### config.mk
export PLATFORM = sky130hd
export DESIGN_NAME = ps2_rx_fifo_flat
export DESIGN_NICKNAME = d
export VERILOG_FILES = /design/src/rtl/ps2_rx_fifo_pkg.sv /design/src/rtl/ps2_rx_fifo_if.sv /design/src/rtl/ps2_input_filter.sv /design/src/rtl/ps2_rx_fifo.sv /design/src/flat_wrapper.sv
export SDC_FILE = /design/constraint.sdc
export NUM_CORES = 1
export LEC_CHECK = 0
export BUFFER_PORTS_ARGS = -buffer_cell sky130_fd_sc_hd__buf_2
export CORE_UTILIZATION = 31
export DETAILED_ROUTE_END_ITERATION = 7
export HOLD_SLACK_MARGIN = 0.05
export PLACE_DENSITY = 0.44
export SKIP_CTS_REPAIR_TIMING = 1
export SLEW_MARGIN = 5
export SYNTH_ARGS = -nofsm -noshare
export SYNTH_HDL_FRONTEND = slang
export SYNTH_HIERARCHICAL = 1
export SYNTH_SLANG_ARGS = --single-unit
### constraint.sdc
create_clock -name clock -period 6.59 [get_ports clock]
set_clock_uncertainty 0.2 [all_clocks]
set_input_delay 0.659 -clock clock [delete_from_list [all_inputs] [get_ports clock]]
set_output_delay 0.659 -clock clock [all_outputs]
set_load 0.05 [all_outputs]
### src/rtl/ps2_rx_fifo_pkg.sv
// ps2_pkg: shared frame constants, FSM state encoding and parity helper for the PS/2 receiver
package ps2_pkg;
  localparam int FRAME_BITS = 11;
  localparam int DATA_W = 8;
  typedef enum logic [1:0] {IDLE, DATA, PARITY, STOP} ps2State_t;
  function automatic logic parityOk(input logic [DATA_W-1:0] d, input logic p);
    return ^{d, p};
  endfunction
endpackage

### src/rtl/ps2_rx_fifo_if.sv
// ps2_rx_fifo_if: FIFO read side (iRead, iClearErr, oScanCode, oValid, oFull) plus sticky error flags; slave = receiver, master = consumer
interface ps2_rx_fifo_if;
  import ps2_pkg::*;
  logic iRead;
  logic iClearErr;
  logic [DATA_W-1:0] oScanCode;
  logic oValid;
  logic oFull;
  logic oParityErr;
  logic oFrameErr;
  logic oOverflow;
  modport slave(input iRead, iClearErr, output oScanCode, oValid, oFull, oParityErr, oFrameErr, oOverflow);
  modport master(output iRead, iClearErr, input oScanCode, oValid, oFull, oParityErr, oFrameErr, oOverflow);
endinterface

### src/rtl/ps2_input_filter.sv
// ps2_input_filter: synchronizer chain (clock, reset, iRaw) then a level filter (oFilt) that flips only after FILTER_LEN consecutive differing samples
module ps2_input_filter #(
  parameter int SYNC_STAGES = 2,
  parameter int FILTER_LEN = 4
) (
  input  logic clock,
  input  logic reset,
  input  logic iRaw,
  output logic oFilt
);
  localparam int CW = $clog2(FILTER_LEN + 1);
  logic [SYNC_STAGES-1:0] syncReg;
  logic [CW-1:0] runLen;
  logic syncOut;
  assign syncOut = syncReg[SYNC_STAGES-1];
  always_ff @(posedge clock) begin
    if (reset) begin
      syncReg <= '1;
      runLen <= '0;
      oFilt <= 1'b1;
    end else begin
      syncReg <= {syncReg[SYNC_STAGES-2:0], iRaw};
      if (syncOut == oFilt) runLen <= '0;
      else if (runLen == CW'(FILTER_LEN - 1)) begin
        oFilt <= syncOut;
        runLen <= '0;
      end else runLen <= runLen + 1'b1;
    end
  end
endmodule

### src/rtl/ps2_rx_fifo.sv
// ps2_rx_fifo: PS/2 frame receiver into a FWFT scan-code FIFO; ports clock/reset, raw iPS2clk/iPS2data, bus (read side + sticky error flags)
module ps2_rx_fifo
  import ps2_pkg::*;
#(
  parameter int FIFO_DEPTH = 8,
  parameter int SYNC_STAGES = 2,
  parameter int FILTER_LEN = 4,
  parameter int TIMEOUT_CYCLES = 50000
) (
  input logic clock,
  input logic reset,
  input logic iPS2clk,
  input logic iPS2data,
  ps2_rx_fifo_if.slave bus
);
  localparam int PTR_W = $clog2(FIFO_DEPTH);
  localparam int TW = $clog2(TIMEOUT_CYCLES + 1);
  ps2State_t state, stateNext;
  logic ps2ClkFilt, ps2ClkPrev, fallEdge, dataBit;
  logic [SYNC_STAGES-1:0] dataSync;
  logic [DATA_W-1:0] shiftReg;
  logic [2:0] bitCnt;
  logic parityBit;
  logic [TW-1:0] timer;
  logic [DATA_W-1:0] mem [FIFO_DEPTH];
  logic [PTR_W-1:0] wrPtr, rdPtr;
  logic [PTR_W:0] count;
  logic timeout, frameDone, stopBad, parityBad, goodFrame, full, notEmpty, doPop, doPush;
  logic parityErr, frameErr, overflow;
  ps2_input_filter #(.SYNC_STAGES(SYNC_STAGES), .FILTER_LEN(FILTER_LEN)) clkFilter (
    .clock(clock),
    .reset(reset),
    .iRaw(iPS2clk),
    .oFilt(ps2ClkFilt)
  );
  assign fallEdge = ps2ClkPrev & ~ps2ClkFilt;
  assign dataBit = dataSync[SYNC_STAGES-1];
  always_comb begin
    timeout = state != IDLE && !fallEdge && timer == TW'(TIMEOUT_CYCLES);
    frameDone = state == STOP && fallEdge;
    stopBad = frameDone && !dataBit;
    parityBad = frameDone && dataBit && !parityOk(shiftReg, parityBit);
    goodFrame = frameDone && dataBit && parityOk(shiftReg, parityBit);
    full = count == (PTR_W+1)'(FIFO_DEPTH);
    notEmpty = count != '0;
    doPop = bus.iRead && notEmpty;
    doPush = goodFrame && (!full || doPop);
    stateNext = state;
    if (timeout) stateNext = IDLE;
    else if (fallEdge) begin
      unique case (state)
        IDLE:    stateNext = dataBit ? IDLE : DATA;
        DATA:    stateNext = bitCnt == 3'd7 ? PARITY : DATA;
        PARITY:  stateNext = STOP;
        default: stateNext = IDLE;
      endcase
    end
  end
  always_ff @(posedge clock) begin
    if (reset) begin
      state <= IDLE;
      ps2ClkPrev <= 1'b1;
      dataSync <= '1;
      shiftReg <= '0;
      bitCnt <= '0;
      parityBit <= 1'b0;
      timer <= '0;
      wrPtr <= '0;
      rdPtr <= '0;
      count <= '0;
      parityErr <= 1'b0;
      frameErr <= 1'b0;
      overflow <= 1'b0;
    end else begin
      state <= stateNext;
      ps2ClkPrev <= ps2ClkFilt;
      dataSync <= {dataSync[SYNC_STAGES-2:0], iPS2data};
      timer <= (state == IDLE || fallEdge) ? '0 : timer + 1'b1;
      if (fallEdge && state == IDLE) bitCnt <= '0;
      if (fallEdge && state == DATA) begin
        shiftReg <= {dataBit, shiftReg[DATA_W-1:1]};
        bitCnt <= bitCnt + 1'b1;
      end
      if (fallEdge && state == PARITY) parityBit <= dataBit;
      if (doPush) wrPtr <= wrPtr + 1'b1;
      if (doPop) rdPtr <= rdPtr + 1'b1;
      count <= count + (PTR_W+1)'(doPush) - (PTR_W+1)'(doPop);
      parityErr <= (parityErr & ~bus.iClearErr) | parityBad;
      frameErr <= (frameErr & ~bus.iClearErr) | stopBad | timeout;
      overflow <= (overflow & ~bus.iClearErr) | (goodFrame & full & ~doPop);
    end
  end
  always_ff @(posedge clock) begin
    if (doPush) mem[wrPtr] <= shiftReg;
  end
  assign bus.oScanCode = notEmpty ? mem[rdPtr] : '0;
  assign bus.oValid = notEmpty;
  assign bus.oFull = full;
  assign bus.oParityErr = parityErr;
  assign bus.oFrameErr = frameErr;
  assign bus.oOverflow = overflow;
endmodule

### src/flat_wrapper.sv
// flat-port wrapper written by rule: the top's interface ports become plain ports
module ps2_rx_fifo_flat import ps2_pkg::*;
#(
  parameter int FIFO_DEPTH = 8,
  parameter int SYNC_STAGES = 2,
  parameter int FILTER_LEN = 4,
  parameter int TIMEOUT_CYCLES = 50000
)
  (clock, reset, iPS2clk, iPS2data, bus_iRead, bus_iClearErr, bus_oScanCode, bus_oValid, bus_oFull, bus_oParityErr, bus_oFrameErr, bus_oOverflow);
  ps2_rx_fifo_if bus_i ();
  input logic clock;
  input logic reset;
  input logic iPS2clk;
  input logic iPS2data;
  input wire logic [$bits(bus_i.iRead)-1:0] bus_iRead;
  input wire logic [$bits(bus_i.iClearErr)-1:0] bus_iClearErr;
  output wire logic [$bits(bus_i.oScanCode)-1:0] bus_oScanCode;
  output wire logic [$bits(bus_i.oValid)-1:0] bus_oValid;
  output wire logic [$bits(bus_i.oFull)-1:0] bus_oFull;
  output wire logic [$bits(bus_i.oParityErr)-1:0] bus_oParityErr;
  output wire logic [$bits(bus_i.oFrameErr)-1:0] bus_oFrameErr;
  output wire logic [$bits(bus_i.oOverflow)-1:0] bus_oOverflow;
  assign bus_i.iRead = bus_iRead;
  assign bus_i.iClearErr = bus_iClearErr;
  assign bus_oScanCode = bus_i.oScanCode;
  assign bus_oValid = bus_i.oValid;
  assign bus_oFull = bus_i.oFull;
  assign bus_oParityErr = bus_i.oParityErr;
  assign bus_oFrameErr = bus_i.oFrameErr;
  assign bus_oOverflow = bus_i.oOverflow;
  ps2_rx_fifo #(.FIFO_DEPTH(FIFO_DEPTH), .SYNC_STAGES(SYNC_STAGES), .FILTER_LEN(FILTER_LEN), .TIMEOUT_CYCLES(TIMEOUT_CYCLES)) u_core (.clock(clock), .reset(reset), .iPS2clk(iPS2clk), .iPS2data(iPS2data), .bus(bus_i));
endmodule
==> impl_metrics.csv, run 1 <==
group,metric,value,unit
placement,placedCellCount,602,
drt,first_pass_iters,4,
drt,dr.first_iter.drc_count,140,
layout,finalNonFillerCells,633,
grt,grt_first_pass_wirelength,15200,um
clocking,cts-buffers-inserted,17,
clocking,cts_tree,"built",
floorplanning,die_w,128,um
timing,fin_tns_setup,0,ns
synth,synth_top_flop_cell,"edfxtp_1",
power,finalPower,2.12,mW
drt,wirelength,9320,um
layout,fin_nets,430,
synth,synthArstFlopShare,0,%
clocking,root_buffer,"clkbuf_16",
clocking,clk_pin_slew,0.05,ns
outcome,status,"finished clean",
power,power_frac_comb,21.2,%
critical_path,cpMaxStageDelayCell,"nor2_1",
floorplanning,die_height,128,um
placement,hpwl,5920,um
synth,synth_enable_flop_cells,64,
synth,synth.most_common_cell,"edfxtp_1",
synth,synth_top_area_share,39.1,%
grt,grt_usage,12.7,%
clocking,ctsHtreeMaxLevel,4,
synth,netlist_instances,383,
clocking,clockBufferDepth,2,
layout,drive_gt1_share,18.7,%
grt,antenna_found_initial,0,
timing,tightest_slew,0.956,ns
drt,dr_total_vias,2848,
grt,grt_max_degree,40,
critical_path,crit_path_max_incr_delay,0.79,ns
critical_path,startpoint_type,"register",
timing,setup_viol,0,
synth,yosysTopAreaCell,"edfxtp_1",
timing,rsz0062_at_grt,"no",
job,drv_cap,0,
critical_path,required,6.41,ns
synth,syn_area_per_cell,12.8,um^2
worst_hold_path,min_path_type,"reg2reg",
placement,gp_congestion,0.713,
power,power.switching,0.618,mW
clocking,cts_sinks,119,
timing,fmax,310,MHz
power,cell_internal_pwr,1.50,mW
critical_path,critPathKind,"reg2reg",
grt,grt_pass1_vias,2860,
placement,portBuffers,18,
power,p_leak,1.96,nW
power,clockPowerShare,40.1,%
timing,slew_viol_final,0,
power,p_per_area,366,nW/um^2
power,switching_share,29.1,%
floorplanning,io_pins,19,
layout,diodes,0,
grt,grt_overflow_total,0,
timing,post-route-period-util,49.0,%
power,ir_drop,0.000170,V
critical_path,path_max_fanout,11,
clocking,clk_latency,0.40,ns
floorplanning,start_util,32.1,%
layout,area_growth,18.0,%
drt,wire_per_inst,14.7,um
synth,synth.area.top_cells,"edfxtp_1, dfxtp_1, mux4_2",
synth,netlist_area,4910,um^2
synth,synth-seq-cells,119,
critical_path,cp_top_family,"simple AND/OR/NAND/NOR gates",
timing,hold_viol_final,0,
timing,period_needed,3.23,ns
critical_path,cp.arrival,3.05,ns
floorplanning,std_cell_rows,45,
drt,viasPerCell,4.50,
critical_path,crit_buf_inv,0,
timing,slew_headroom,36.0,%
power,seq_power_share,38.8,%
timing,hold_slack,0.207,ns
drt,ant_nets,0,
synth,yosysSeqAreaShare,61.5,%
floorplanning,core,15300,um^2
critical_path,end_kind,"register",
drt,post-route-drc-count,0,
synth,synth_nets,403,
synth,synth_cell_types,46,
synth,yosys-top-cells-count,"edfxtp_1, dfxtp_1, nor2_1, a21oi_1, inv_1",
synth,ys_warn_count,6,
critical_path,crit_chain,"xor3_1, or3_4, mux2i_4, nand3_1, nor2_1",
floorplanning,dieArea,16400,um^2
[cells by family (layout without fill, tap and decap cells)]
family | Yosys count | after routing | synth area share [%]
and+or+nand+nor | 118 | 118 | 12.2
AOI/OAI and AO/OA | 47 | 47 | 5.32
muxes | 27 | 27 | 9.93
buffers and inverters | 36 | 75 | 2.80
DFF | 119 | 119 | 61.5
adders and majority gates | 14 | 14 | 3.72
xor gates and xnor gates | 22 | 22 | 4.51
[routing by layer]
metal	GRT usage, %	up-vias	share of wire [%]
met2	18.8	38	44
met1	16.8	1357	51
met5	0	-	0
met3	4.01	12	2.9
met4	5.88	0	1.7
li1	-	1441	-
[worst paths after layout]
kind | from | endpoint | slack (ns) | cells after the start
hold / removal | u_core/clkFilter/syncReg[0]$_SDFF_PP1_ | u_core/clkFilter/syncReg[1]$_SDFF_PP1_ | 0.21 | 1
setup reg to reg | u_core/shiftReg[7]$_SDFFE_PP0P_ | u_core/mem[6][1]$_DFFE_PP_ | 3.36 | 5
hold reg to reg | u_core/clkFilter/syncReg[0]$_SDFF_PP1_ | u_core/clkFilter/syncReg[1]$_SDFF_PP1_ | 0.21 | 1
setup / recovery | u_core/shiftReg[7]$_SDFFE_PP0P_ | u_core/mem[6][1]$_DFFE_PP_ | 3.36 | 5
[flip-flops by register name, summed over array words and instances, names as in the netlist, 2 cells and up, named ones only]
register	cells
u_core/dataSync	2
u_core/shiftReg	8
u_core/timer	16
u_core/state	2
u_core/rdPtr	3
u_core/mem	64
u_core/clkFilter/syncReg	2
u_core/bitCnt	3
u_core/clkFilter/runLen	3
u_core/count	4
u_core/wrPtr	3
[cell usage in the layout (no fill, tap or decap), types with 6 or more instances in the layout]
cell type,n
edfxtp_1,64
dfxtp_1,55
nor2_1,39
a21oi_1,21
inv_1,20
buf_2,18
o21ai_0,18
clkbuf_16,17
nand2_1,17
mux4_2,16
nand3_1,15
xnor2_1,13
ha_1,13
nor3_1,10
mux2i_1,9
xor2_1,7
buf_4,6
[worst register-to-register path, stage by stage, from the launching register on]
cell and delay [ns]:
dfxtp_1 0.54, xor3_1 0.44, or3_4 0.35, mux2i_4 0.31, nand3_1 0.21, nor2_1 0.79
[power by group through the flow]
stage	sequential, mW	combinational, mW	clock, mW
2_1_floorplan	0.822	0.371	0
3_3_place_gp	0.838	0.458	0
3_5_place_dp	0.838	0.460	0
4_1_cts	0.823	0.462	0.871
5_1_grt	0.826	0.496	0.904
6_report	0.822	0.449	0.850
[area by class of cell]
cell class,instances,area [um^2]
Clock inverter,13,114
Sequential cell,119,3020
Fill cell,1511,9520
Inverter,20,75.1
Multi-Input combinational cell,228,1760
Tap cell,211,264
Timing Repair Buffer,24,135
Clock buffer,18,429
[through the flow]
stage / util (%) / setup slack [ns] / cell area, um^2
global placement: 34.3 / 3.42 / 5250
detailed placement: 34.3 / 3.34 / 5250
finish: 37.9 / 3.36 / 5800
CTS: 37.9 / 3.31 / 5800
floorplan: - / 3.61 / 4910
global route: 37.9 / 3.14 / 5800
Note: power is estimated with default switching activity, not from simulation.
==> run 2, diff against run 1 <==
==> constraint.sdc (replaced) <==
create_clock -name clock -period 3.2 [get_ports clock]
set_clock_uncertainty 0.2 [all_clocks]
set_input_delay 0.32 -clock clock [delete_from_list [all_inputs] [get_ports clock]]
set_output_delay 0.32 -clock clock [all_outputs]
set_load 0.05 [all_outputs]
==> impl_metrics.csv, run 2 (synthesis results as in run 1) <==
group,metric,value,unit
outcome,status,"finished clean",
layout,multi_input_area,1750,um^2
power,p_leak,2.07,nW
grt,grt_usage,13.2,%
placement,dp_slack,0.395,ns
clocking,cts_sinks,119,
floorplanning,die_w,128,um
critical_path,cpMaxStageDelayCell,"dfxtp_1",
critical_path,startpoint_type,"register",
grt,grt_first_pass_wirelength,15700,um
job,drv_cap,0,
layout,diodes,0,
drt,first_pass_iters,4,
timing,hold_slack,0.127,ns
layout,fin_nets,445,
grt,grt_pass1_vias,2921,
power,finalPower,4.62,mW
critical_path,r2r_setup_slack,0.43,ns
clocking,root_buffer,"clkbuf_16",
critical_path,end_kind,"register",
floorplanning,io_pins,19,
placement,portBuffers,18,
worst_hold_path,hp-start,"bus_iRead",
drt,wirelength,9620,um
grt,grt_overflow_total,0,
layout,area_growth,21.9,%
timing,fin_tns_setup,0,ns
layout,num-fill-cells,1503,
floorplanning,die_height,128,um
power,p_per_area,772,nW/um^2
grt,antenna_found_initial,0,
timing,rsz0062_at_grt,"no",
drt,ant_nets,0,
timing,period_needed,2.77,ns
timing,hold_viol_final,0,
critical_path,crit_buf_inv,1,
timing,worst_slack,0.427,ns
layout,design_area,5990,um^2
floorplanning,start_util,32.1,%
worst_hold_path,min_path_type,"in2reg",
worst_hold_path,hold_depth,4,
clocking,clk_latency,0.41,ns
critical_path,r2r-start,"u_core/shiftReg[0]$_SDFFE_PP0P_",
layout,layout_commonest_cell,"edfxtp_1",
layout,finalNonFillerCells,649,
timing,post-route-period-util,86.7,%
floorplanning,dieArea,16400,um^2
clocking,clk_pin_slew,0.05,ns
layout,layout_common_cells,"edfxtp_1, dfxtp_1, nor2_1, a21oi_1, inv_1",
layout,largestRegisters,"u_core/mem x64, u_core/timer x16, u_core/shiftReg x8",
placement,placed_area,5340,um^2
clocking,clockBufferDepth,2,
critical_path,cp.arrival,2.84,ns
critical_path,r2r_end,"u_core/count[2]$_SDFF_PP0_",
placement,placedCellCount,614,
placement,gp_congestion,0.727,
critical_path,path_max_fanout,10,
layout,regMostFlops,"u_core/mem",
floorplanning,std_cell_rows,45,
power,ir_drop,0.000353,V
timing,tightest_slew,0.704,ns
timing,slew_headroom,53.1,%
drt,viasPerCell,4.54,
drt,post-route-drc-count,0,
critical_path,cp_top_family,"adder cells",
timing,slew_viol_final,0,
timing,fmax,361,MHz
grt,grt_max_degree,40,
critical_path,critPathKind,"reg2reg",
critical_path,crit_path_max_incr_delay,0.48,ns
timing,setup_viol,0,
clocking,ctsHtreeMaxLevel,4,
layout,postLayoutCoreUtil,39.1,%
clocking,cts_tree,"built",
clocking,cts-buffers-inserted,17,
critical_path,crit_chain,"xor3_1, or3_4, mux2i_4, nand2_2, o21ai_0, ha_1, inv_1, fa_1, xor2_1, nor2_1",
drt,wire_per_inst,14.8,um
layout,drive_gt1_share,20.3,%
worst_hold_path,hold_end,"u_core/rdPtr[1]$_SDFFE_PP0N_",
drt,dr_total_vias,2948,
critical_path,reg2regPathDepth,10,
layout,regArea,3020,um^2
critical_path,required,3.27,ns
placement,hpwl,6050,um
layout,largest_reg_flops,64,
floorplanning,core,15300,um^2
drt,dr.first_iter.drc_count,156,
-- run 2: worst reg2reg max path, stage by stage, from the launching register on --
cell and delay [ns]:
dfxtp_1 0.48, xor3_1 0.33, or3_4 0.35, mux2i_4 0.18, nand2_2 0.10, o21ai_0 0.19
ha_1 0.19, inv_1 0.05, fa_1 0.38, xor2_1 0.14, nor2_1 0.05
-- run 2: how the worst max path moves through the flow --
stage	cells after the start	start	endpoint
2_1_floorplan	5	u_core/shiftReg[7]$_SDFFE_PP0P_	u_core/mem[0][0]$_DFFE_PP_
3_3_place_gp	10	u_core/shiftReg[0]$_SDFFE_PP0P_	u_core/count[2]$_SDFF_PP0_
3_5_place_dp	10	u_core/shiftReg[0]$_SDFFE_PP0P_	u_core/count[2]$_SDFF_PP0_
4_1_cts	10	u_core/shiftReg[0]$_SDFFE_PP0P_	u_core/count[2]$_SDFF_PP0_
5_1_grt	10	u_core/shiftReg[0]$_SDFFE_PP0P_	u_core/count[2]$_SDFF_PP0_
6_report	10	u_core/shiftReg[0]$_SDFFE_PP0P_	u_core/count[2]$_SDFF_PP0_
-- run 2: area by class of cell --
class	instances	share of cell area, %
Clock buffer	20	7.29
Clock inverter	12	3.03
Inverter	20	1.25
Multi-Input combinational cell	228	29.3
Sequential cell	119	50.5
Tap cell	211	4.41
Timing Repair Buffer	39	4.26
-- run 2: layer usage --
layer | vias up | wire length [um] | global-route usage (%)
li1 | 1476 | - | -
met1 | 1414 | 4560 | 16.1
met2 | 48 | 4560 | 21.0
met3 | 10 | 362 | 4.76
met4 | 0 | 140 | 5.61
met5 | - | 0 | 0
-- run 2: where the power goes --
part           internal, mW  leakage (nW)  switching [mW]
logic                 0.340         0.734           0.621
clock network          1.36         0.296           0.625
registers              1.64          1.04          0.0312
total                  3.35          2.07            1.28
